$ cat config.mk
export PLATFORM = sky130hd
export DESIGN_NAME = bcd_conv_arbiter_flat
export DESIGN_NICKNAME = d
export VERILOG_FILES = /design/src/rtl/bcd_conv_arbiter_if.sv /design/src/rtl/bcd_conv_arbiter.sv /design/src/flat_wrapper.sv
export SDC_FILE = /design/constraint.sdc
export NUM_CORES = 1
export LEC_CHECK = 0
export CORE_MARGIN = 2
export CORE_UTILIZATION = 32
export DETAILED_ROUTE_END_ITERATION = 7
export PLACE_DENSITY = 0.61
export SYNTH_ARGS = -nofsm -noshare
export SYNTH_HDL_FRONTEND = slang
export SYNTH_SLANG_ARGS = --single-unit
$ cat constraint.sdc
create_clock -name clk -period 2.6 [get_ports clk]
set_input_delay 0.65 -clock clk [delete_from_list [all_inputs] [get_ports clk]]
set_output_delay 0.65 -clock clk [all_outputs]
set_load 0.1 [all_outputs]
$ cat src/rtl/bcd_conv_arbiter_if.sv
// rtl/bcd_conv_arbiter_if.sv - requester, response and converter signal bundle for bcd_conv_arbiter
//
// Purpose: groups the requester handshake, the shared response bus and the
// link to the single binary-to-BCD converter into one interface.
//
// Signals:
//   req_valid  [NREQ]    per-requester conversion request
//   req_bin    [NREQ*N]  operands, requester k at bits [k*N +: N]
//   req_ready  [NREQ]    one-hot accept pulse
//   rsp_valid  [NREQ]    one-hot response valid
//   rsp_ready  [NREQ]    per-requester response accept
//   rsp_bcd    [16]      result digits {d3,d2,d1,d0}, shared by all requesters
//   rsp_err    [1]       response is a timeout abort
//   conv_start [1]       start pulse to the converter
//   conv_bin   [N]       operand to the converter
//   conv_done  [1]       converter done level
//   conv_bcd   [16]      converter digits {bcd3,bcd2,bcd1,bcd0}
//
// Modports: slave is the arbiter's view, master is the requester/converter side.

interface bcd_conv_arbiter_if #(
  parameter int N    = 8,
  parameter int NREQ = 4
) ();

  logic [NREQ-1:0]   req_valid;
  logic [NREQ*N-1:0] req_bin;
  logic [NREQ-1:0]   req_ready;
  logic [NREQ-1:0]   rsp_valid;
  logic [NREQ-1:0]   rsp_ready;
  logic [15:0]       rsp_bcd;
  logic              rsp_err;
  logic              conv_start;
  logic [N-1:0]      conv_bin;
  logic              conv_done;
  logic [15:0]       conv_bcd;

  modport slave (
    input  req_valid,
    input  req_bin,
    input  rsp_ready,
    input  conv_done,
    input  conv_bcd,
    output req_ready,
    output rsp_valid,
    output rsp_bcd,
    output rsp_err,
    output conv_start,
    output conv_bin
  );

  modport master (
    output req_valid,
    output req_bin,
    output rsp_ready,
    output conv_done,
    output conv_bcd,
    input  req_ready,
    input  rsp_valid,
    input  rsp_bcd,
    input  rsp_err,
    input  conv_start,
    input  conv_bin
  );

endinterface

$ cat src/rtl/bcd_conv_arbiter.sv
// rtl/bcd_conv_arbiter.sv - round-robin arbiter sharing one binary-to-BCD converter
//
// Purpose: picks one of NREQ requesters round-robin, loads its operand into the
// shared converter, pulses start, waits for a rising edge of conv_done (or a
// watchdog timeout) and returns the 4-digit BCD result to the winner over a
// valid/ready handshake.
//
// Ports:
//   clk  input  clock
//   rst  input  asynchronous reset, active-low
//   bus  bcd_conv_arbiter_if.slave  requester, response and converter signals
//
// Parameters:
//   N        operand width, must match the converter
//   NREQ     number of requesters (2..8)
//   TIMEOUT  maximum cycles spent waiting for the converter (>= N+4)

module bcd_conv_arbiter #(
  parameter int N       = 8,
  parameter int NREQ    = 4,
  parameter int TIMEOUT = 63
) (
  input  logic                   clk,
  input  logic                   rst,
  bcd_conv_arbiter_if.slave      bus
);

  localparam int IW = (NREQ > 1) ? $clog2(NREQ) : 1;
  localparam int CW = $clog2(TIMEOUT + 1);

  typedef enum logic [1:0] {
    S_IDLE,
    S_ISSUE,
    S_WAIT,
    S_RESP
  } state_t;

  state_t            state_q, state_d;
  logic [IW-1:0]     grant_q, grant_d;
  logic [IW-1:0]     ptr_q, ptr_d;
  logic [N-1:0]      conv_bin_q, conv_bin_d;
  logic [CW-1:0]     cnt_q, cnt_d;
  logic              done_q;
  logic [NREQ-1:0]   rsp_valid_q, rsp_valid_d;
  logic [15:0]       rsp_bcd_q, rsp_bcd_d;
  logic              rsp_err_q, rsp_err_d;

  logic [IW-1:0]     pick;
  logic              pick_found;
  logic [IW:0]       cand;
  logic [N-1:0]      pick_bin;
  logic [NREQ-1:0]   grant_onehot;
  logic              done_edge;
  logic              timeout_hit;

  // Round-robin search: start one above the last winner and wrap, so the
  // most recently served requester has the lowest priority.
  always_comb begin
    pick       = ptr_q;
    pick_found = 1'b0;
    cand       = '0;
    for (int i = 1; i <= NREQ; i++) begin
      cand = {1'b0, ptr_q} + (IW+1)'(i);
      if (cand >= (IW+1)'(NREQ)) begin
        cand = cand - (IW+1)'(NREQ);
      end
      if (!pick_found && bus.req_valid[cand[IW-1:0]]) begin
        pick       = cand[IW-1:0];
        pick_found = 1'b1;
      end
    end
  end

  always_comb begin
    pick_bin = '0;
    for (int k = 0; k < NREQ; k++) begin
      if (pick == IW'(k)) begin
        pick_bin = bus.req_bin[k*N +: N];
      end
    end
  end

  always_comb begin
    grant_onehot = '0;
    for (int k = 0; k < NREQ; k++) begin
      grant_onehot[k] = (grant_q == IW'(k));
    end
  end

  // Only a fresh rising edge counts; a done level left high by the previous
  // conversion is filtered because done_q tracks conv_done in every state.
  assign done_edge   = bus.conv_done & ~done_q;
  assign timeout_hit = (cnt_q == CW'(TIMEOUT - 1));

  always_comb begin
    state_d     = state_q;
    grant_d     = grant_q;
    ptr_d       = ptr_q;
    conv_bin_d  = conv_bin_q;
    cnt_d       = cnt_q;
    rsp_valid_d = rsp_valid_q;
    rsp_bcd_d   = rsp_bcd_q;
    rsp_err_d   = rsp_err_q;

    case (state_q)
      S_IDLE: begin
        if (pick_found) begin
          grant_d    = pick;
          conv_bin_d = pick_bin;
          state_d    = S_ISSUE;
        end
      end

      S_ISSUE: begin
        ptr_d   = grant_q;
        cnt_d   = '0;
        state_d = S_WAIT;
      end

      S_WAIT: begin
        // Completion is tested first so it wins a tie with the watchdog.
        if (done_edge) begin
          rsp_bcd_d   = bus.conv_bcd;
          rsp_err_d   = 1'b0;
          rsp_valid_d = grant_onehot;
          state_d     = S_RESP;
        end else if (timeout_hit) begin
          rsp_bcd_d   = '0;
          rsp_err_d   = 1'b1;
          rsp_valid_d = grant_onehot;
          state_d     = S_RESP;
        end else begin
          cnt_d = cnt_q + CW'(1);
        end
      end

      S_RESP: begin
        // rsp_valid_q is one-hot on the winner, so this ignores other channels.
        if ((rsp_valid_q & bus.rsp_ready) != '0) begin
          rsp_valid_d = '0;
          state_d     = S_IDLE;
        end
      end

      default: begin
        state_d = S_IDLE;
      end
    endcase
  end

  always_ff @(posedge clk or negedge rst) begin
    if (!rst) begin
      state_q     <= S_IDLE;
      grant_q     <= '0;
      ptr_q       <= IW'(NREQ - 1);
      conv_bin_q  <= '0;
      cnt_q       <= '0;
      done_q      <= 1'b0;
      rsp_valid_q <= '0;
      rsp_bcd_q   <= '0;
      rsp_err_q   <= 1'b0;
    end else begin
      state_q     <= state_d;
      grant_q     <= grant_d;
      ptr_q       <= ptr_d;
      conv_bin_q  <= conv_bin_d;
      cnt_q       <= cnt_d;
      done_q      <= bus.conv_done;
      rsp_valid_q <= rsp_valid_d;
      rsp_bcd_q   <= rsp_bcd_d;
      rsp_err_q   <= rsp_err_d;
    end
  end

  // The accept and the start pulse are the ISSUE cycle itself.
  assign bus.req_ready  = (state_q == S_ISSUE) ? grant_onehot : '0;
  assign bus.conv_start = (state_q == S_ISSUE);
  assign bus.conv_bin   = conv_bin_q;
  assign bus.rsp_valid  = rsp_valid_q;
  assign bus.rsp_bcd    = rsp_bcd_q;
  assign bus.rsp_err    = rsp_err_q;

endmodule

$ cat src/flat_wrapper.sv
// flat-port wrapper written by rule: the top's interface ports become plain ports
module bcd_conv_arbiter_flat 
#(
  parameter int N       = 8,
  parameter int NREQ    = 4,
  parameter int TIMEOUT = 63
)
  (clk, rst, bus_req_valid, bus_req_bin, bus_rsp_ready, bus_conv_done, bus_conv_bcd, bus_req_ready, bus_rsp_valid, bus_rsp_bcd, bus_rsp_err, bus_conv_start, bus_conv_bin);
  bcd_conv_arbiter_if #(.N(N), .NREQ(NREQ)) bus_i ();
  input  logic clk;
  input  logic rst;
  input wire logic [$bits(bus_i.req_valid)-1:0] bus_req_valid;
  input wire logic [$bits(bus_i.req_bin)-1:0] bus_req_bin;
  input wire logic [$bits(bus_i.rsp_ready)-1:0] bus_rsp_ready;
  input wire logic [$bits(bus_i.conv_done)-1:0] bus_conv_done;
  input wire logic [$bits(bus_i.conv_bcd)-1:0] bus_conv_bcd;
  output wire logic [$bits(bus_i.req_ready)-1:0] bus_req_ready;
  output wire logic [$bits(bus_i.rsp_valid)-1:0] bus_rsp_valid;
  output wire logic [$bits(bus_i.rsp_bcd)-1:0] bus_rsp_bcd;
  output wire logic [$bits(bus_i.rsp_err)-1:0] bus_rsp_err;
  output wire logic [$bits(bus_i.conv_start)-1:0] bus_conv_start;
  output wire logic [$bits(bus_i.conv_bin)-1:0] bus_conv_bin;
  assign bus_i.req_valid = bus_req_valid;
  assign bus_i.req_bin = bus_req_bin;
  assign bus_i.rsp_ready = bus_rsp_ready;
  assign bus_i.conv_done = bus_conv_done;
  assign bus_i.conv_bcd = bus_conv_bcd;
  assign bus_req_ready = bus_i.req_ready;
  assign bus_rsp_valid = bus_i.rsp_valid;
  assign bus_rsp_bcd = bus_i.rsp_bcd;
  assign bus_rsp_err = bus_i.rsp_err;
  assign bus_conv_start = bus_i.conv_start;
  assign bus_conv_bin = bus_i.conv_bin;
  bcd_conv_arbiter #(.N(N), .NREQ(NREQ), .TIMEOUT(TIMEOUT)) u_core (.clk(clk), .rst(rst), .bus(bus_i));
endmodule
==> impl_metrics.py, run 1 <==
metrics = {
    "critical_path": {
        "path_cells": "inv_1, ha_4, nor3b_4, buf_12",
        "crit_cells": 4,
        "startpoint_type": "register",
        "crit_buf_inv": 2,
        "slowest_delay_ps": 420,
        "path_class": "register to output port",
        "arrival_ps": 1440,
        "cp_max_fo": 7,
        "end_kind": "output port",
        "rrSetupSlack_ps": 610,
        "path_delay_family": "flip-flops",
        "reg2reg_depth": 6,
        "required_ps": 1950,
        "crit_slowest_cell": "dfrtp_1",
    },
    "synth": {
        "ys.flop_type": "dfrtp_1",
        "synth_edf_count": 0,
        "synth-xor-area-share_pct": 0,
        "synth_area_um2": 2182,
        "synth_mux_area_share_pct": 8.372,
        "avgSynthCellArea_um2": 11.25,
        "synth_async_sr_flop_share_pct": 100.0,
        "synth_compound_area_share_pct": 21.79,
        "synth_fa_ha_area_share_pct": 3.440,
        "synth_top_family_by_area": "compound AO/OA/AOI/OAI gates",
        "synth_warnings": 0,
        "ys_types": 39,
        "ys_ff_latch": 42,
        "synth_fp_nets": 259,
        "synth_simple_gate_area_share_pct": 12.67,
        "ys_seq_area_share_pct": 48.28,
        "syn_inst": 194,
    },
    "global_routing": {
        "grt-ovfl-total": 0,
        "grt_max_degree": 43,
        "grt_pass1_vias": 1956,
        "track_usage_pct": 14.98,
        "grt_first_pass_wirelength_mm": 8.907,
        "antenna_found_initial": 0,
    },
    "floorplan": {
        "io_pins": 93,
        "dieWidth_um": 86.58,
        "core_area_um2": 6681,
        "die-height_um": 86.58,
        "dieArea_um2": 7495,
        "initial_core_util_pct": 32.66,
        "num_rows": 30,
    },
    "clocking": {
        "post_cts_buffers": 0,
        "cts_tree": "done",
        "cts_buffers": 5,
        "cts_resized": 0,
        "clkSinkCount": 42,
        "htreeDepth": 2,
        "cts_hold_buf": 0,
        "cts_root_buf": "clkbuf_8",
        "insertion_delay_ps": 300,
        "max-clock-path-buffers": 2,
        "clkSlewWorstSetupHoldPaths_ps": 80,
    },
    "detailed_routing": {
        "drt_iter0_drc": 44,
        "routed_via_density": 5.084,
        "drt_wl_total_mm": 5.452,
        "ant_nets": 0,
        "drc": 0,
        "vias": 1881,
        "dr.pass1.iters": 4,
        "avgRoutedWirePerCell_um": 14.74,
    },
    "placement": {
        "gp_congestion": 0.7949,
        "portBuffers": 92,
        "hpwl_mm": 3.997,
        "dpl_cell_area_um2": 3198,
    },
    "min_path": {
        "hp-class": "input port to asynchronous set/reset pin",
    },
    "timing": {
        "slew_headroom_pct": 63.69,
        "fmaxAchievable_ghz": 0.4775,
        "fin_skew_ps": 8.212,
        "finalCriticalPeriod_ps": 2094,
        "finalSetupViolCount": 0,
        "drv_slew": 0,
        "rsz0062_at_grt": "no",
        "tns_ps": 0,
        "finalHoldViolCount": 0,
        "finalCritPeriodShare_pct": 80.55,
        "worst_pin_slew_ps": 542.3,
        "hold_ws_ps": 318.8,
    },
    "layout": {
        "synthToLayoutAreaGrowth_pct": 51.89,
        "n_antenna_cell": 0,
        "fin_util_pct": 49.61,
        "nFillCells": 614,
        "nNetsFinal": 354,
        "finalInstanceArea_um2": 3314,
        "layout-drive-gt1-share_pct": 23.79,
    },
    "status": {
        "status": "completed",
    },
    "run": {
        "drv_cap": 0,
    },
}
[state kept, by name, indices dropped and copies added (netlist names)]
name,flops
u_core.cnt_q,6
u_core.state_q,2
u_core.bus.conv_bin,8
u_core.done_q,1
u_core.bus.rsp_err,1
u_core.grant_q,2
u_core.ptr_q,2
u_core.bus.rsp_bcd,16
u_core.bus.rsp_valid,4
[logic make-up after synthesis]
| group | Yosys count |
|---|---|
| AOI/OAI and AO/OA | 52 |
| and+or+nand+nor | 56 |
| DFF | 42 |
| muxes | 18 |
| buffers and inverters | 20 |
| adders and majority gates | 6 |
[cell usage in the layout, fill, tap and decap left out, types with 2 or more instances in the layout]
cell / instances
o211ai_1: 3
o41ai_1: 2
clkdlybuf4s50_1: 57
o31ai_1: 2
buf_4: 36
nand2b_1: 6
ha_1: 5
and3_1: 2
clkbuf_8: 6
nor3_1: 3
nand3_1: 3
o21ai_0: 6
a22o_1: 16
a21oi_1: 2
dfrtp_1: 40
a31oi_1: 2
buf_12: 6
nor2b_1: 3
a311o_1: 2
mux2_2: 2
dfstp_2: 2
and3b_1: 2
mux2i_1: 16
inv_1: 8
nand2_1: 24
nand4_1: 3
nor2_1: 5
o221ai_2: 8
[final timing paths]
kind | from | to
min in group clk | u_core.bus.conv_bin[1]$_DFFE_PN0P_ | u_core.bus.conv_bin[1]$_DFFE_PN0P_
setup / recovery | u_core.state_q[1]$_DFFE_PN0P_ | bus_req_ready[0]
max in group asynchronous | rst | u_core.ptr_q[0]$_DFFE_PN1P_
hold / removal | rst | u_core.bus.rsp_valid[2]$_DFFE_PN0P_
setup reg to reg | u_core.state_q[0]$_DFFE_PN0P_ | u_core.cnt_q[4]$_DFFE_PN0P_
hold reg to reg | u_core.bus.conv_bin[1]$_DFFE_PN0P_ | u_core.bus.conv_bin[1]$_DFFE_PN0P_
[synthesized netlist by cell type, drive strengths merged (2+ instances only)]
master	number	area share (%)
dfrtp	40	46
nand2	24	4.1
a22o	16	6.4
mux2i	16	7.3
buf	8	3.4
inv	8	1.4
o221ai	8	5.5
o21ai	7	1.6
ha	6	3.4
nand2b	6	1.7
nor2	6	1.0
clkbuf	4	0.69
nand3	3	0.69
nand4	3	0.86
nor2b	3	0.86
nor3	3	0.69
o211ai	3	1.0
o41ai	3	1.2
a21oi	2	0.46
a311o	2	0.92
a31oi	2	0.57
and3	2	0.57
and3b	2	0.80
dfstp	2	2.4
mux2	2	1.0
nor3b	2	0.69
o31ai	2	0.69
[per-stage QoR]
stage                     setup slack [ps]  instances
after detailed placement             227.1        362
after CTS                            486.4        370
after floorplan                      191.6        194
after global placement               261.2        362
final                                505.7        370
after global routing                 393.8        370
[routing by layer]
layer	routed length [um]	vias to the layer above	track usage (%)
li1	-	914	-
met1	2318	903	18.52
met2	2718	57	25.38
met3	324	7	4.381
met4	91	0	4.403
met5	0	-	0
[cell type report]
type	count	area [um^2]	share of cell area, %
Clock buffer	7	86.33	2.605
Clock inverter	1	30.03	0.9060
Inverter	8	30.03	0.9060
Multi-Input combinational cell	132	1049	31.63
Sequential cell	42	1054	31.79
Tap cell	80	100.1	3.020
Timing Repair Buffer	100	965.9	29.14
Power of run 1 is not shown: default switching activity piles up to over one toggle a cycle in this logic, so the estimate is an artifact.
==> inputs of run 2 (changes only) <==
==> constraint.sdc (replaced) <==
create_clock -name clk -period 2.04 [get_ports clk]
set_input_delay 0.51 -clock clk [delete_from_list [all_inputs] [get_ports clk]]
set_output_delay 0.51 -clock clk [all_outputs]
set_load 0.1 [all_outputs]
==> run 2 against run 1 <==
Global-route usage down 0.90 points. Design area is 5.1% higher. Setup slack got worse by 400 ps. Die area is the same. Critical path depth is the same. Routed wire length decreased by 3.6%. Register-to-register slack got worse by 410 ps. Via count about the same. Clock-buffer cell count is 2 lower. Hold slack got worse by 150 ps. Clock skew barely moved. Cell count increased by 3.0%.
==> impl_metrics.py, run 2 (synthesized netlist as in run 1, its figures left out) <==
metrics = {
    "timing": {
        "slew_headroom_pct": 63.17,
        "finalCritPeriodShare_pct": 94.62,
        "fin_skew_ps": 7.786,
        "finalSetupViolCount": 0,
        "rsz0062_at_grt": "no",
        "finalCriticalPeriod_ps": 1930,
        "worst_slack_ps": 109.7,
        "drv_slew": 0,
        "finalHoldViolCount": 0,
        "fmaxAchievable_ghz": 0.5180,
        "worst_pin_slew_ps": 550.0,
    },
    "critical_path": {
        "crit_buf_inv": 2,
        "slowest_delay_ps": 430,
        "rrSetupSlack_ps": 200,
        "r2r_start": "u_core.cnt_q[1]$_DFFE_PN0P_",
        "startpoint_type": "register",
        "path_cells": "inv_2, ha_4, nor3b_4, buf_12",
        "crit_slowest_cell": "dfrtp_1",
        "cp_max_fo": 7,
        "required_ps": 1530,
        "arrival_ps": 1420,
        "reg2reg_depth": 6,
        "path_class": "register to output port",
        "timing.rr.end": "u_core.bus.rsp_valid[0]$_DFFE_PN0P_",
        "path_delay_family": "flip-flops",
        "end_kind": "output port",
    },
    "detailed_routing": {
        "avgRoutedWirePerCell_um": 13.80,
        "ant_nets": 0,
        "drt_iter0_drc": 40,
        "dr.pass1.iters": 4,
        "vias": 1880,
        "drt_wl_total_mm": 5.258,
        "routed_via_density": 4.934,
        "drc": 0,
    },
    "layout": {
        "final_cell_mix": "clkdlybuf4s50_1, buf_4, dfrtp_1",
        "nNetsFinal": 365,
        "layout-drive-gt1-share_pct": 27.91,
        "largest_reg_flops": 16,
        "finalInstanceArea_um2": 3483,
        "fin_util_pct": 52.13,
        "final_common_cell": "clkdlybuf4s50_1",
        "n_antenna_cell": 0,
        "synthToLayoutAreaGrowth_pct": 59.63,
    },
    "run": {
        "drv_cap": 0,
    },
    "floorplan": {
        "io_pins": 93,
        "num_rows": 30,
        "die-height_um": 86.58,
        "dieWidth_um": 86.58,
        "dieArea_um2": 7495,
        "initial_core_util_pct": 32.66,
        "core_area_um2": 6681,
    },
    "placement": {
        "dpl_cell_area_um2": 3371,
        "dp_slack_ps": -145.7,
        "hpwl_mm": 4.089,
        "gp_congestion": 0.8521,
        "portBuffers": 92,
    },
    "clocking": {
        "max-clock-path-buffers": 2,
        "htreeDepth": 2,
        "clkSlewWorstSetupHoldPaths_ps": 90,
        "cts_buffers": 5,
        "post_cts_buffers": 0,
        "clkSinkCount": 42,
        "cts_tree": "done",
        "cts_resized": 0,
        "insertion_delay_ps": 290,
        "cts_root_buf": "clkbuf_8",
        "cts_hold_buf": 0,
    },
    "global_routing": {
        "grt_max_degree": 23,
        "grt_first_pass_wirelength_mm": 8.473,
        "grt-ovfl-total": 0,
        "grt_pass1_vias": 1831,
        "track_usage_pct": 14.08,
        "antenna_found_initial": 0,
    },
    "status": {
        "status": "completed",
    },
    "min_path": {
        "hp-class": "input port to asynchronous set/reset pin",
    },
}
## run 2: worst max path at each step
stage                                        from                                  to  slack (ps)  cells after the start
floorplan           u_core.state_q[1]$_DFFE_PN0P_                    bus_req_ready[0]        -200                      3
global placement                 bus_req_valid[1]  u_core.bus.conv_bin[5]$_DFFE_PN0P_        -160                      5
detailed placement               bus_req_valid[1]  u_core.bus.conv_bin[6]$_DFFE_PN0P_        -150                      5
CTS                 u_core.state_q[1]$_DFFE_PN0P_                    bus_req_ready[0]          90                      4
global route        u_core.state_q[1]$_DFFE_PN0P_                    bus_req_ready[0]           9                      4
finish              u_core.state_q[1]$_DFFE_PN0P_                    bus_req_ready[0]         110                      4
## run 2: cell type report
class	count	area (um^2)
Clock buffer	5	68.82
Clock inverter	3	43.79
Fill cell	599	3198
Inverter	8	30.03
Multi-Input combinational cell	132	1051
Sequential cell	42	1054
Tap cell	80	100.1
Timing Repair Buffer	111	1136
## run 2: per-stage QoR
step / setup TNS (ps) / cells / hold slack [ps]
floorplan: -198.7 / 194 / 214.4
global placement: -1489 / 373 / 474.2
detailed placement: -1544 / 373 / 481.4
CTS: 0 / 381 / 186.3
global route: 0 / 381 / 206.4
finish: 0 / 381 / 172.8
## run 2: metal layers
| layer | part of all wire [%] | GRT usage (%) |
|---|---|---|
| met2 | 49 | 23.64 |
| met3 | 6.2 | 3.905 |
| met1 | 44 | 18.03 |
| met5 | 0 | 0 |
| met4 | 0.82 | 3.551 |
## run 2: worst reg2reg max path, cell delays in order, from the launching register on
cell	delay [ps]
dfrtp_1	440
ha_1	220
nand2_1	90
o211ai_1	250
buf_4	150
o211ai_1	220
o41ai_1	340
Power of run 2 is left out for the same reason.
==> inputs of run 3 (changes only) <==
--- a/config.mk
+++ b/config.mk
@@ -5,10 +5,12 @@
 export SDC_FILE = /design/constraint.sdc
 export NUM_CORES = 1
 export LEC_CHECK = 0
+export CAP_MARGIN = 20
 export CORE_MARGIN = 2
 export CORE_UTILIZATION = 32
 export DETAILED_ROUTE_END_ITERATION = 7
 export PLACE_DENSITY = 0.61
+export SKIP_LAST_GASP = 1
 export SYNTH_ARGS = -nofsm -noshare
 export SYNTH_HDL_FRONTEND = slang
 export SYNTH_SLANG_ARGS = --single-unit
==> constraint.sdc (replaced) <==
create_clock -name clk -period 2.4 [get_ports clk]
set_input_delay 0.6 -clock clk [delete_from_list [all_inputs] [get_ports clk]]
set_output_delay 0.6 -clock clk [all_outputs]
set_load 0.1 [all_outputs]
==> run 3 against run 2 <==
Largest cell class is now registers. Register-to-register slack better by 230 ps. Via count down 0.90%. Setup slack better by 240 ps. Hold slack better by 94 ps. Cell count down 2.9%.
==> impl_metrics.py, run 3 (synthesized netlist as in run 1, its figures left out) <==
metrics = {
    "timing": {
        "tns_ps": 0,
        "finalCriticalPeriod_ps": 2054,
        "fmaxAchievable_ghz": 0.4869,
        "fin_skew_ps": 6.020,
        "rsz0062_at_grt": "no",
        "drv_slew": 0,
        "slew_headroom_pct": 64.58,
        "finalSetupViolCount": 0,
        "finalCritPeriodShare_pct": 85.58,
        "worst_pin_slew_ps": 529.0,
        "worst_slack_ps": 346.1,
        "finalHoldViolCount": 0,
    },
    "layout": {
        "stdcell_count": 370,
        "largest_reg_flops": 16,
        "synthToLayoutAreaGrowth_pct": 50.92,
        "layout-drive-gt1-share_pct": 23.79,
        "n_antenna_cell": 0,
        "finalInstanceArea_um2": 3293,
        "nNetsFinal": 354,
        "final_cell_mix": "clkdlybuf4s50_1, dfrtp_1, buf_4",
        "final_common_cell": "clkdlybuf4s50_1",
    },
    "critical_path": {
        "crit_cells": 4,
        "path_class": "register to output port",
        "crit_buf_inv": 2,
        "critPathLaunch": "u_core.state_q[1]$_DFFE_PN0P_",
        "reg2reg_depth": 6,
        "startpoint_type": "register",
        "path_cells": "inv_1, ha_4, nor3b_4, buf_12",
        "timing.rr.end": "u_core.cnt_q[4]$_DFFE_PN0P_",
        "required_ps": 1800,
        "arrival_ps": 1450,
        "cp_max_fo": 7,
        "end_kind": "output port",
        "rrSetupSlack_ps": 430,
        "crit_slowest_cell": "dfrtp_1",
        "slowest_delay_ps": 420,
        "path_delay_family": "flip-flops",
        "r2r_start": "u_core.state_q[0]$_DFFE_PN0P_",
        "crit_end": "bus_req_ready[0]",
    },
    "detailed_routing": {
        "vias": 1863,
        "drc": 0,
        "avgRoutedWirePerCell_um": 14.69,
        "ant_nets": 0,
        "drt_wl_total_mm": 5.435,
        "routed_via_density": 5.035,
        "dr.pass1.iters": 4,
        "drt_iter0_drc": 52,
    },
    "floorplan": {
        "io_pins": 93,
        "dieArea_um2": 7495,
        "die-height_um": 86.58,
        "initial_core_util_pct": 32.66,
        "core_area_um2": 6681,
        "num_rows": 30,
        "dieWidth_um": 86.58,
    },
    "clocking": {
        "post_cts_buffers": 0,
        "cts_root_buf": "clkbuf_8",
        "insertion_delay_ps": 290,
        "cts_hold_buf": 0,
        "cts_resized": 0,
        "cts_tree": "done",
        "htreeDepth": 2,
        "cts_buffers": 5,
        "clkSinkCount": 42,
        "max-clock-path-buffers": 2,
        "clkSlewWorstSetupHoldPaths_ps": 80,
    },
    "global_routing": {
        "grt-ovfl-total": 0,
        "antenna_found_initial": 0,
        "track_usage_pct": 14.68,
        "grt_pass1_vias": 1843,
        "grt_first_pass_wirelength_mm": 8.783,
        "grt_max_degree": 43,
    },
    "placement": {
        "placedCellCount": 362,
        "dp_slack_ps": 70.34,
        "dpl_cell_area_um2": 3211,
        "hpwl_mm": 3.980,
        "portBuffers": 92,
        "gp_congestion": 0.8147,
    },
    "min_path": {
        "hp-class": "input port to asynchronous set/reset pin",
    },
    "run": {
        "drv_cap": 0,
    },
    "status": {
        "status": "completed",
    },
}
## run 3: layout make-up
class / count / area [um^2]
Tap cell: 80 / 100.1
Timing Repair Buffer: 100 / 978.4
Clock buffer: 6 / 72.57
Sequential cell: 42 / 1054
Clock inverter: 2 / 10.01
Multi-Input combinational cell: 132 / 1049
Fill cell: 612 / 3388
Inverter: 8 / 30.03
## run 3: worst min path at each step
stage | from | endpoint | slack, ps | cells after the start
after floorplan | rst | u_core.bus.conv_bin[0]$_DFFE_PN0P_ | 300 | 0
after global placement | u_core.bus.conv_bin[3]$_DFFE_PN0P_ | u_core.bus.conv_bin[3]$_DFFE_PN0P_ | 480 | 2
after detailed placement | u_core.bus.conv_bin[6]$_DFFE_PN0P_ | u_core.bus.conv_bin[6]$_DFFE_PN0P_ | 470 | 2
after CTS | rst | u_core.bus.rsp_bcd[9]$_DFFE_PN0P_ | 270 | 2
after global routing | rst | u_core.bus.rsp_valid[0]$_DFFE_PN0P_ | 290 | 2
final | rst | u_core.bus.rsp_bcd[8]$_DFFE_PN0P_ | 270 | 2
## run 3: metrics by stage
step | hold slack (ps) | utilization (%)
floorplan | 304.4 | -
global placement | 480.0 | 48.05
detailed placement | 474.0 | 48.05
CTS | 273.6 | 49.29
global route | 286.4 | 49.29
finish | 266.5 | 49.29
## run 3: per-layer routing
| layer | GRT usage, % | vias up | wire length, um |
|---|---|---|---|
| met3 | 3.619 | 6 | 305 |
| li1 | - | 912 | - |
| met2 | 25.10 | 55 | 2658 |
| met1 | 18.57 | 890 | 2420 |
| met5 | 0 | - | 0 |
| met4 | 3.835 | 0 | 51 |
Power of run 3 is left out for the same reason.
